$ cat src/rtl/div_uu_sched.sv
// div_uu_sched: round-robin scheduler sharing one pipelined div_uu divider
// among NREQ requesters. A tag pipe matched to the divider latency carries
// the requester id of every in-flight operation. Results return in issue order.
// Optional feature macro: DIV_SCHED_PERF_EN adds issue/stall performance counters.
module div_uu_sched #(
  parameter int unsigned NREQ    = 4,
  parameter int unsigned Z_WIDTH = 16,
  parameter int unsigned D_WIDTH = Z_WIDTH / 2,
  parameter int unsigned LATENCY = D_WIDTH + 3,
  parameter int unsigned IDW     = $clog2(NREQ)
) (
  input  logic                       clk,
  input  logic                       rst,
  input  logic [NREQ-1:0]            req_valid,
  output logic [NREQ-1:0]            req_ready,
  input  logic [NREQ*Z_WIDTH-1:0]    req_z,
  input  logic [NREQ*D_WIDTH-1:0]    req_d,
  output logic                       div_ena,
  output logic [Z_WIDTH-1:0]         div_z,
  output logic [D_WIDTH-1:0]         div_d,
  input  logic [D_WIDTH-1:0]         div_q,
  input  logic [D_WIDTH-1:0]         div_s,
  input  logic                       div_div0,
  input  logic                       div_ovf,
  output logic                       rsp_valid,
  input  logic                       rsp_ready,
  output logic [IDW-1:0]             rsp_id,
  output logic [D_WIDTH-1:0]         rsp_q,
  output logic [D_WIDTH-1:0]         rsp_s,
  output logic                       rsp_div0,
  output logic                       rsp_ovf
`ifdef DIV_SCHED_PERF_EN
  ,
  output logic [31:0]                perf_issue_cnt,
  output logic [31:0]                perf_stall_cnt
`endif
);

  logic [LATENCY-1:0] r_tag_v;
  logic [IDW-1:0]     r_tag_id [LATENCY];
  logic [IDW-1:0]     r_rr;

  logic               w_stall;
  logic               w_grant;
  logic [IDW-1:0]     w_win;
  logic [31:0]        w_idx;
  logic [Z_WIDTH-1:0] w_z [NREQ];
  logic [D_WIDTH-1:0] w_d [NREQ];

  // Split the flat request buses into per-requester operands
  for (genvar gi = 0; gi < NREQ; gi++) begin : g_unpack
    assign w_z[gi] = req_z[gi*Z_WIDTH +: Z_WIDTH];
    assign w_d[gi] = req_d[gi*D_WIDTH +: D_WIDTH];
  end

  // A valid result at the tail that cannot retire freezes the whole pipe
  assign w_stall = r_tag_v[LATENCY-1] & ~rsp_ready;
  assign div_ena = ~w_stall;

  // Response channel is the tail of the tag pipe plus divider pass-through
  assign rsp_valid = r_tag_v[LATENCY-1];
  assign rsp_id    = r_tag_id[LATENCY-1];
  assign rsp_q     = div_q;
  assign rsp_s     = div_s;
  assign rsp_div0  = div_div0;
  assign rsp_ovf   = div_ovf;

  // Round-robin search from the pointer; no grant while stalled or in reset
  always_comb begin
    w_grant   = 1'b0;
    w_win     = '0;
    w_idx     = '0;
    req_ready = '0;
    div_z     = '0;
    div_d     = '0;
    if (!rst && !w_stall) begin
      for (int unsigned k = 0; k < NREQ; k++) begin
        w_idx = (32'(r_rr) + 32'(k)) % NREQ;
        if (!w_grant && req_valid[IDW'(w_idx)]) begin
          w_grant = 1'b1;
          w_win   = IDW'(w_idx);
        end
      end
    end
    if (w_grant) begin
      req_ready[w_win] = 1'b1;
      div_z            = w_z[w_win];
      div_d            = w_d[w_win];
    end
  end

  // Tag pipe advances in lockstep with the divider; pointer moves past the winner
  always_ff @(posedge clk) begin
    if (rst) begin
      r_tag_v <= '0;
      r_rr    <= '0;
      for (int unsigned i = 0; i < LATENCY; i++) begin
        r_tag_id[i] <= '0;
      end
    end else if (!w_stall) begin
      r_tag_v     <= {r_tag_v[LATENCY-2:0], w_grant};
      r_tag_id[0] <= w_win;
      for (int unsigned i = 1; i < LATENCY; i++) begin
        r_tag_id[i] <= r_tag_id[i-1];
      end
      if (w_grant) begin
        r_rr <= (w_win == IDW'(NREQ - 1)) ? '0 : w_win + IDW'(1);
      end
    end
  end

`ifdef DIV_SCHED_PERF_EN
  logic [31:0] r_issue_cnt;
  logic [31:0] r_stall_cnt;

  // Free-running wrap-around counters of grants and stall cycles
  always_ff @(posedge clk) begin
    if (rst) begin
      r_issue_cnt <= '0;
      r_stall_cnt <= '0;
    end else begin
      if (w_grant) r_issue_cnt <= r_issue_cnt + 32'd1;
      if (w_stall) r_stall_cnt <= r_stall_cnt + 32'd1;
    end
  end

  assign perf_issue_cnt = r_issue_cnt;
  assign perf_stall_cnt = r_stall_cnt;
`endif

endmodule

$ cat config.mk
export PLATFORM = sky130hd
export DESIGN_NAME = div_uu_sched
export DESIGN_NICKNAME = d
export VERILOG_FILES = /design/src/rtl/div_uu_sched.sv
export SDC_FILE = /design/constraint.sdc
export NUM_CORES = 1
export LEC_CHECK = 0
export BUFFER_PORTS_ARGS = -buffer_cell sky130_fd_sc_hd__buf_2
export CELL_PAD_IN_SITES_DETAIL_PLACEMENT = 0
export CELL_PAD_IN_SITES_GLOBAL_PLACEMENT = 2
export CORE_ASPECT_RATIO = 0.8
export CORE_MARGIN = 4
export CORE_UTILIZATION = 22
export CTS_CLUSTER_SIZE = 16
export DETAILED_ROUTE_END_ITERATION = 7
export PLACE_DENSITY = 0.92
export SLEW_MARGIN = 25
export SYNTH_ARGS = -nofsm -noshare
export SYNTH_HDL_FRONTEND = slang
export SYNTH_SLANG_ARGS = --single-unit
$ cat constraint.sdc
create_clock -name clk -period 2.7 [get_ports clk]
set_input_delay 0.27 -clock clk [delete_from_list [all_inputs] [get_ports clk]]
set_output_delay 0.27 -clock clk [all_outputs]
set_load 0.02 [all_outputs]
==> results of run 1 <==
## per-stage QoR
step | setup slack, ps | power [mW] | hold slack [ps] | area (um2)
global placement | 436.9 | 1.067 | 436.8 | 2994
floorplan | 574.9 | 0.9347 | 426.4 | 2316
detailed placement | 428.1 | 1.071 | 444.9 | 2994
CTS | 150.6 | 1.610 | 384.5 | 3131
finish | 226.1 | 1.593 | 388.1 | 3138
global route | 30.01 | 1.672 | 433.5 | 3138
## flip-flops by register name (all words and copies together), names as in the netlist
register	count
r_tag_v	11
r_tag_id	22
r_rr	2
## critical path, cell delays in order (launching register included)
cell,delay (ps)
dfxtp_1,460
mux2i_1,220
nor2_1,120
nor4_4,280
buf_12,250
mux2i_1,290
o22ai_1,100
buf_2,170
## per-layer routing
metal	part of all wire [%]	up-vias
li1	-	1033
met1	39	937
met2	50	111
met3	9.1	14
met4	2.5	0
met5	0	-
## layout by cell type (no fill, tap or decap)
cell type	Yosys	layout
edfxtp_1	22	22
o21ai_0	1	1
or3_1	1	1
nor2b_1	3	3
ha_1	4	4
mux2i_1	49	49
dfxtp_1	13	13
nor2_4	0	1
clkbuf_16	0	5
clkbuf_1	8	1
nor4_1	2	2
buf_4	22	5
nor2_1	5	5
o22ai_1	25	25
a21oi_1	11	11
a21boi_2	1	1
clkinv_1	0	2
nand2_1	20	20
nand2b_1	2	2
o32ai_2	0	1
and2_1	22	22
nor4_4	0	1
o31ai_1	1	1
buf_12	2	2
buf_2	1	134
inv_1	7	7
a21o_1	2	2
nor3_2	1	1
## layout make-up
class	count	area, um2
tap	140	175.2
sequential	35	920.9
fill	1069	7143
clock buffer	6	128.9
inverter	7	26.28
timing repair buffer	141	748.2
clock inverter	2	7.507
multi-input combinational	153	1131
## logic make-up after synthesis
| logic type | synth area share (%) |
|---|---|
| mux | 21.18 |
| flops | 39.76 |
| buf+inv | 12.32 |
| fa+ha+maj | 2.161 |
| simple gates | 13.40 |
| compound gates | 11.18 |
## final timing paths
path / slack (ps) / endpoint / depth (start not counted) / startpoint
min reg2reg: 450 / r_tag_v[5] / 2 / r_tag_v[5]
max reg2reg: 720 / r_tag_id[0][11] / 5 / r_tag_v[10]
min: 390 / r_tag_v[10] / 2 / rst
max: 230 / div_d[7] / 7 / r_rr[1]
## power by group through the flow
stage | combinational [mW] | clock (mW) | sequential (mW)
2_1_floorplan | 0.339 | 0 | 0.596
3_3_place_gp | 0.469 | 0 | 0.598
3_5_place_dp | 0.472 | 0 | 0.598
4_1_cts | 0.474 | 0.548 | 0.588
5_1_grt | 0.511 | 0.572 | 0.590
6_report | 0.471 | 0.533 | 0.588
## timing repair
| item | in CTS | in global routing |
|---|---|---|
| hold endpoints to repair | 0 | 0 |
| gates resized for setup | 0 | 1 |
| hold buffers | 0 | 0 |
| setup endpoints to repair | 0 | 1 |
==> impl_metrics.csv, run 1 <==
group,metric,value,unit
die,die_w,122.7,um
sta,drv_slew,0,
global_route,met1_usage,11.98,%
drt,drtAntennaViolNets,0,
power_and_ir_drop,clkPwrFrac,33.5,%
synth,ys_seq_area_share,39.76,%
power_and_ir_drop,p_comb_share,29.6,%
placed_design,place_inst,476,
global_route,track_usage,10.52,%
die,rows,33,
clock_tree,clk-insertion-delay-late,280,ps
synth,synthesis.nets,356,
worst_setup_path,end_kind,"output port",
sta,rsz0062_at_grt,"false",
finish,utilization,30.52,%
finish,layout.cells.non_filler,484,
power_and_ir_drop,p_sw,0.4625,mW
synth,synth_top_cell_area_share,28.53,%
die,die_h,99.77,um
worst_setup_path,required,2430,ps
run,cap_violations,0,
global_route,antenna_found_initial,0,
synth,synth-seq-cells,35,
synth,async_reset_ff_share,0,%
clock_tree,post_cts_buffers,0,
drt,drc_errors,0,
worst_setup_path,path_class,"reg2out",
clock_tree,cts_buffers,5,
power_and_ir_drop,ir_drop,0.2171,mV
synth,ys_top_cells_by_area,"edfxtp_1, mux2i_1, dfxtp_1",
finish,diodes,0,
synth,syn_avg_cell_area,10.03,um2
placed_design,place_congestion,0.8303,
sta,hold_viol_final,0,
run_status,status,"finished clean",
finish,drive_gt1_share,43.90,%
sta,slew_headroom,45.09,%
min_path,hold_path.class,"in2reg",
synth,synth_area_leader_cell,"edfxtp_1",
power_and_ir_drop,p_per_area,507.6,nW/um2
synth,synth_cell_type_count,28,
synth,synthCells,231,
synth,synth_area,2316,um2
drt,wl_per_cell,13.62,um
worst_setup_path,critPathMaxFanout,28,
drt,drtIter0Drc,77,
die,dieArea,12240,um2
clock_tree,htreeDepth,2,
finish,layout.nets,468,
synth,synth_top_flop_cell,"edfxtp_1",
power_and_ir_drop,p_sw_share,29.03,%
global_route,grt_pass1_wl,10.20,mm
drt,viasPerCell,4.329,
sta,tns,0,ps
clock_tree,clock-root-buffer,"clkbuf_16",
placed_design,dp_hpwl,5.305,mm
sta,setup_viol,0,
global_route,grt_pass1_vias,2132,
worst_setup_path,arrival,2200,ps
clock_tree,cts_tree,"yes",
drt,finalWirelength,6.593,mm
sta,fin_crit_sh,91.63,%
worst_setup_path,start_kind,"register",
clock_tree,cts_buffer_depth,2,
finish,syn_to_final_growth,35.49,%
drt,first_pass_iters,4,
global_route,grt_overflow_total,0,
power_and_ir_drop,p_int,1.131,mW
global_route,gr-usage-met3,4.338,%
die,ios,171,
power_and_ir_drop,leakagePower,1.497,nW
global_route,use_met2,17.64,%
synth,ys_warn_count,0,
power_and_ir_drop,p_seq_share,36.9,%
global_route,grt_start_max_net_pins,29,
placed_design,port_buffers,134,
synth,synth_edf_count,22,
clock_tree,clkTransAtPathRegs,50,ps
synth,yosys-top-cells-count,"mux2i_1, o22ai_1, and2_1, buf_4, edfxtp_1",
global_route,top_usage_layer,"met2",
sta,tightest_slew,822.8,ps
sta,max_freq,404.2,MHz
sta,skew,1.651,ps
synth,yosysMostFrequentCell,"mux2i_1",
clock_tree,clock-sinks,35,
die,design.core.area,10280,um2
die,start_util,22.53,%
drt,vias,2095,
sta,period_minus_slack,2474,ps
(Power assumes the default switching activity.)
==> run 2: changes to the inputs <==
--- a/config.mk
+++ b/config.mk
@@ -5,6 +5,7 @@
 export SDC_FILE = /design/constraint.sdc
 export NUM_CORES = 1
 export LEC_CHECK = 0
+export ABC_AREA = 1
 export BUFFER_PORTS_ARGS = -buffer_cell sky130_fd_sc_hd__buf_2
 export CELL_PAD_IN_SITES_DETAIL_PLACEMENT = 0
 export CELL_PAD_IN_SITES_GLOBAL_PLACEMENT = 2
@@ -13,8 +14,7 @@
 export CORE_UTILIZATION = 22
 export CTS_CLUSTER_SIZE = 16
 export DETAILED_ROUTE_END_ITERATION = 7
-export PLACE_DENSITY = 0.92
-export SLEW_MARGIN = 25
+export PLACE_DENSITY = 0.91
 export SYNTH_ARGS = -nofsm -noshare
 export SYNTH_HDL_FRONTEND = slang
 export SYNTH_SLANG_ARGS = --single-unit
==> run 2 against run 1 <==
Compared with the run above:
- critical path depth grew 7
- first-iteration DRC count rose by 130%
- via count increased by 61%
- fmax fell by 4.6%
- largest power group is now combinational cells
==> impl_metrics.csv, run 2 <==
group,metric,value,unit
run_status,status,"finished clean",
synth,synth_top_flop_cell,"edfxtp_1",
global_route,met1_usage,15.07,%
finish,largest_reg_flops,22,
power_and_ir_drop,clkPwrFrac,13.7,%
sta,skew,1.656,ps
sta,setup_viol,0,
placed_design,dp_hpwl,7.160,mm
finish,syn_to_final_growth,28.73,%
die,dieArea,16490,um2
finish,top_register,"r_tag_id",
synth,async_reset_ff_share,0,%
power_and_ir_drop,p_per_area,951.6,nW/um2
global_route,gr-usage-met3,3.053,%
sta,rsz0062_at_grt,"true",
die,die_h,115.7,um
die,die_w,142.6,um
die,rows,39,
sta,tns,0,ps
sta,max_freq,385.4,MHz
placed_design,place_inst,780,
finish,top_regs,"r_tag_id x22, r_tag_v x11, r_rr x2",
clock_tree,cts_hold_buf,0,
worst_setup_path,required,2430,ps
finish,layout_commonest_cell,"inv_1",
clock_tree,clkTransAtPathRegs,50,ps
sta,hold_viol_final,0,
synth,synth_area_leader_cell,"edfxtp_1",
drt,drc_errors,0,
clock_tree,clk-insertion-delay-late,270,ps
power_and_ir_drop,ir_drop,0.4640,mV
global_route,grt_pass1_vias,3112,
worst_setup_path,critPathMaxFanout,10,
synth,syn_avg_cell_area,6.389,um2
sta,slew_headroom,63.90,%
placed_design,place_congestion,0.8016,
drt,viasPerCell,4.256,
synth,synthesis.nets,624,
synth,synthCells,499,
worst_setup_path,path_class,"reg2out",
clock_tree,clock-root-buffer,"clkbuf_16",
global_route,grt_pass1_wl,15.00,mm
synth,synth_top_cell_area_share,20.72,%
drt,vias,3375,
power_and_ir_drop,leakagePower,2.317,nW
finish,finish.instance_area,4104,um2
drt,drtAntennaViolNets,0,
power_and_ir_drop,p_sw_share,50.95,%
placed_design,placed_area,3859,um2
synth,yosysMostFrequentCell,"inv_1",
die,start_util,22.37,%
die,design.core.area,14250,um2
min_path,hold_path.class,"in2reg",
finish,utilization,28.80,%
synth,yosys-top-cells-count,"inv_1, nand2_1, nand3_1, nand4_1, nor2_1",
clock_tree,clock-sinks,35,
drt,finalWirelength,9.777,mm
global_route,grt_overflow_total,0,
placed_design,port_buffers,134,
sta,hold_slack,281.4,ps
synth,synth_edf_count,22,
drt,drtIter0Drc,179,
worst_setup_path,arrival,2320,ps
sta,tightest_slew,541.6,ps
synth,synth-seq-cells,35,
global_route,antenna_found_initial,0,
synth,synth_area,3188,um2
worst_setup_path,end_kind,"output port",
sta,period_minus_slack,2594,ps
power_and_ir_drop,p_comb_share,69.4,%
global_route,top_usage_layer,"met2",
finish,diodes,0,
finish,drive_gt1_share,30.21,%
power_and_ir_drop,p_sw,1.990,mW
synth,synth_cell_type_count,29,
drt,wl_per_cell,12.33,um
clock_tree,cts_buffers,5,
clock_tree,htreeDepth,2,
finish,layout.cells.non_filler,793,
worst_setup_path,start_kind,"register",
run,cap_violations,0,
drt,first_pass_iters,4,
die,ios,171,
finish,mostFrequentLayoutCells,"inv_1, buf_2, nand2_1",
finish,layout.nets,733,
global_route,track_usage,11.13,%
sta,fin_crit_sh,96.09,%
power_and_ir_drop,p_seq_share,16.9,%
power_and_ir_drop,p_int,1.916,mW
synth,ys_top_cells_by_area,"edfxtp_1, inv_1, nand2_1",
synth,ys_seq_area_share,28.89,%
synth,ys_warn_count,0,
global_route,grt_start_max_net_pins,50,
sta,drv_slew,0,
clock_tree,cts_buffer_depth,2,
clock_tree,cts_tree,"yes",
global_route,use_met2,18.02,%
[run 2: changes by cell type in the layout (fill, tap and decap cells not counted), sizes merged, moves of 15 or more]
cell,before,now
a21oi,11,26
and2,22,0
inv,7,146
mux2i,49,0
nand2,20,85
nand3,0,57
nand4,0,48
nor2,6,29
o22ai,25,9
[run 2: metal layers]
layer	part of all wire, %	vias to the layer above
li1	-	1752
met1	47	1500
met2	45	114
met3	7.0	9
met4	0.65	0
met5	0	-
[run 2: path summary, 6_finish.rpt]
check	startpoint	endpoint	slack [ps]	cells past startpoint
worst max-delay path	r_rr[0]	req_ready[1]	110	14
worst min-delay path	rst	r_tag_v[10]	280	2
worst max register to register	r_rr[0]	r_rr[1]	630	13
worst min register to register	r_tag_v[0]	r_tag_v[0]	470	2
[run 2: final cells by class]
class,count,area [um2]
inverter,147,559.3
fill,1629,10140
sequential,35,925.9
timing repair buffer,153,864.6
tap,184,230.2
clock buffer,8,136.4
multi-input combinational,266,1388
[run 2: critical path, stage by stage (launching register included)]
cell and delay (ps):
dfxtp_4 370, buf_4 150, nand2_1 70, nand2_2 90
nand2_1 70, nand2_1 70, nor2_4 120, nand3_2 100
nand2_2 120, nand3_4 160, inv_1 180, ha_1 160
inv_1 30, nor2_1 160, buf_2 200
[run 2: per-stage QoR]
step | setup slack [ps] | power (mW)
after floorplan | 553.8 | 2.633
after global placement | 117.6 | 3.230
after detailed placement | 166.1 | 3.183
after CTS | 32.32 | 3.778
after global routing | -37.48 | 4.257
final | 105.6 | 3.905
[run 2: logic make-up after synthesis]
group	Yosys count	synth area share, %
compound gates	42	7.103
fa+ha+maj	4	1.570
buf+inv	198	28.61
flops	35	28.89
simple gates	220	33.83
[run 2: power by group through the flow]
stage | combinational, mW | clock, mW | sequential, mW
floorplan | 1.98 | 0 | 0.649
global placement | 2.57 | 0 | 0.661
detailed placement | 2.52 | 0 | 0.661
CTS | 2.57 | 0.555 | 0.655
global route | 3.01 | 0.579 | 0.665
finish | 2.71 | 0.536 | 0.659
[run 2: repair_timing]
action | CTS | global route
endpoints found under the setup margin | 28 | 28
gates cloned | 0 | 0
buffers inserted | 0 | 5
gates resized for setup | 6 | 18
==> run 3: changes to the inputs <==
--- a/config.mk
+++ b/config.mk
@@ -14,6 +14,7 @@
 export CORE_UTILIZATION = 22
 export CTS_CLUSTER_SIZE = 16
 export DETAILED_ROUTE_END_ITERATION = 7
+export GPL_TIMING_DRIVEN = 0
 export PLACE_DENSITY = 0.91
 export SYNTH_ARGS = -nofsm -noshare
 export SYNTH_HDL_FRONTEND = slang
==> run 3 against run 2 <==
Compared with the run above:
- hold slack better by 9.6 ps
- sequential power shrank 1%
- setup slack gained 45 ps
- die area unchanged
- cell area grew 10%
- clock-buffer cell count fell by 1
- critical path depth is the same
- global-route usage is 1.6 points higher
- routed wire length rose by 9.4%
- final cell count is 7.4% higher
- flip-flop and latch count is the same
- critical path type unchanged
- largest power group unchanged
- highest routed layer unchanged
==> impl_metrics.csv, run 3 (same netlist as run 2, synthesis figures left out) <==
group,metric,value,unit
run_status,status,"finished clean",
worst_setup_path,max_stage_delay,370,ps
worst_setup_path,critPathMaxFanout,9,
worst_setup_path,cp_num_cells,14,
placed_design,dp_hpwl,8.619,mm
worst_setup_path,end_kind,"output port",
worst_setup_path,worst-r2r-cell-count,14,
die,rows,39,
clock_tree,clock-root-buffer,"clkbuf_16",
min_path,hold_path.class,"in2reg",
drt,drtIter0Drc,162,
clock_tree,cts_tree,"yes",
die,ios,171,
clock_tree,cts_buffers,5,
drt,wl_per_cell,12.56,um
placed_design,placed_area,4180,um2
clock_tree,htreeDepth,2,
worst_setup_path,path_class,"reg2out",
die,dieArea,16490,um2
die,design.core.area,14250,um2
sta,setup_viol,0,
clock_tree,cts_buffer_depth,2,
sta,drv_slew,0,
global_route,grt_overflow_total,0,
finish,top_regs,"r_tag_id x22, r_tag_v x11, r_rr x2",
sta,slew_headroom,52.66,%
drt,drc_errors,0,
sta,skew,8.669,ps
worst_setup_path,cp_top_family,"simple AND/OR/NAND/NOR gates",
finish,fillers,1637,
sta,tightest_slew,710.1,ps
min_path,holdPathEnd,"r_tag_v[10]",
clock_tree,clk-insertion-delay-late,280,ps
worst_setup_path,slowest_stage,"dfxtp_4",
die,die_h,115.7,um
power_and_ir_drop,leakagePower,2.558,nW
worst_setup_path,required,2430,ps
finish,syn_to_final_growth,41.64,%
worst_setup_path,worst-path-buf-inv,5,
finish,largest_reg_flops,22,
power_and_ir_drop,p_per_area,938.3,nW/um2
finish,layout.nets,792,
sta,postLayoutSetupSlackWorst,150.4,ps
die,die_w,142.6,um
die,start_util,22.37,%
global_route,grt_pass1_vias,3519,
power_and_ir_drop,ir_drop,0.4223,mV
drt,viasPerCell,4.129,
worst_setup_path,start_kind,"register",
worst_setup_path,ff2ff_setup_slack,560,ps
global_route,grt_start_max_net_pins,32,
drt,finalWirelength,10.70,mm
sta,rsz0062_at_grt,"true",
placed_design,port_buffers,152,
finish,drive_gt1_share,36.38,%
min_path,hp-start,"rst",
clock_tree,cts_hold_buf,0,
finish,top_register,"r_tag_id",
drt,first_pass_iters,4,
finish,layout_commonest_cell,"buf_2",
worst_setup_path,r2r-start,"r_rr[0]",
placed_design,place_congestion,0.8438,
placed_design,place_ws,145.7,ps
global_route,antenna_found_initial,0,
clock_tree,clkTransAtPathRegs,50,ps
finish,mostFrequentLayoutCells,"buf_2, inv_1, nand2_1",
worst_setup_path,arrival,2280,ps
finish,finish.instance_area,4516,um2
clock_tree,clock-sinks,35,
min_path,hold_depth,2,
drt,vias,3518,
sta,period_minus_slack,2550,ps
worst_setup_path,path_cells,"buf_6, nand2_1, nand3_2, nand2_2, nor2_4, nand3_4, nand2_4, nand3_4, buf_8, buf_4, ha_1, inv_1, nor2_1, buf_4",
drt,drtAntennaViolNets,0,
sta,hold_viol_final,0,
sta,max_freq,392.2,MHz
power_and_ir_drop,power,4.237,mW
run,cap_violations,0,
sta,fin_crit_sh,94.43,%
finish,diodes,0,
global_route,grt_pass1_wl,17.11,mm
worst_setup_path,worstReg2RegEnd,"r_rr[1]",
global_route,track_usage,12.73,%
-- run 3: cell types whose count changed in the layout (fill, tap and decap cells not counted), moves of 2 or more --
| cell | previous run | this run |
|---|---|---|
| o21ai_2 | 2 | 0 |
| clkbuf_2 | 0 | 4 |
| buf_12 | 2 | 0 |
| o21ai_1 | 1 | 3 |
| nand2_1 | 80 | 76 |
| nand2_2 | 4 | 7 |
| buf_6 | 1 | 12 |
| nor2_2 | 1 | 3 |
| buf_2 | 128 | 147 |
| nor2_1 | 26 | 24 |
| buf_4 | 21 | 41 |
| clkbuf_1 | 3 | 8 |
-- run 3: per-stage QoR --
step	hold WS [ps]	instances	TNS [ps]	utilization [%]
2_1_floorplan	370.4	499	0	-
3_3_place_gp	458.2	835	0	29.33
3_5_place_dp	463.8	835	0	29.34
4_1_cts	277.7	843	0	30.42
5_1_grt	325.1	852	-46.69	31.69
6_report	291.1	852	0	31.69
-- run 3: what timing repair did --
item / in CTS / in global routing
pin swaps: 0 / 5
gates resized for setup: 7 / 43
setup buffers: 0 / 9
endpoints found under the setup margin: 13 / 27
-- run 3: where the power goes --
group | internal (mW) | switching (mW)
clock network | 0.340 | 0.204
logic | 1.16 | 1.88
registers | 0.626 | 0.0259
total | 2.13 | 2.11
-- run 3: worst register-to-register path: stages, from the launching register on --
cell      delay (ps)
dfxtp_4          370
buf_6            130
nand2_1           90
nand3_2           90
nand2_2           90
nor2_4           150
nand3b_1         110
nand2_1           80
inv_2             40
nand2_4          140
inv_6             60
buf_8            150
ha_1             260
o21ai_0          210
a21oi_1           60
-- run 3: layer usage --
| metal | GRT usage [%] | vias to the layer above | routed length [um] |
|---|---|---|---|
| met4 | 2.787 | 0 | 129 |
| met3 | 4.002 | 12 | 827 |
| met2 | 20.78 | 119 | 4973 |
| met5 | 0 | - | 0 |
| met1 | 16.65 | 1514 | 4769 |
| li1 | - | 1873 | - |
-- run 3: worst max path at each step --
stage	from	end	slack [ps]
final	r_rr[0]	req_ready[0]	150
after floorplan	r_rr[0]	req_ready[1]	550
after CTS	r_rr[0]	req_ready[1]	2
after global placement	rsp_ready	div_z[3]	160
after global routing	r_rr[1]	div_d[2]	-20
after detailed placement	rsp_ready	div_z[14]	150
-- run 3: final cells by class --
class,count,area [um2],share of cell area (%)
Multi-Input combinational cell,266,1409,31.20
Sequential cell,35,928.4,20.56
Timing Repair Buffer,161,873.3,19.34
Inverter,147,559.3,12.39
Buffer,51,377.9,8.368
Tap cell,184,230.2,5.098
Clock buffer,7,132.6,2.937
Clock inverter,1,5.005,0.1108
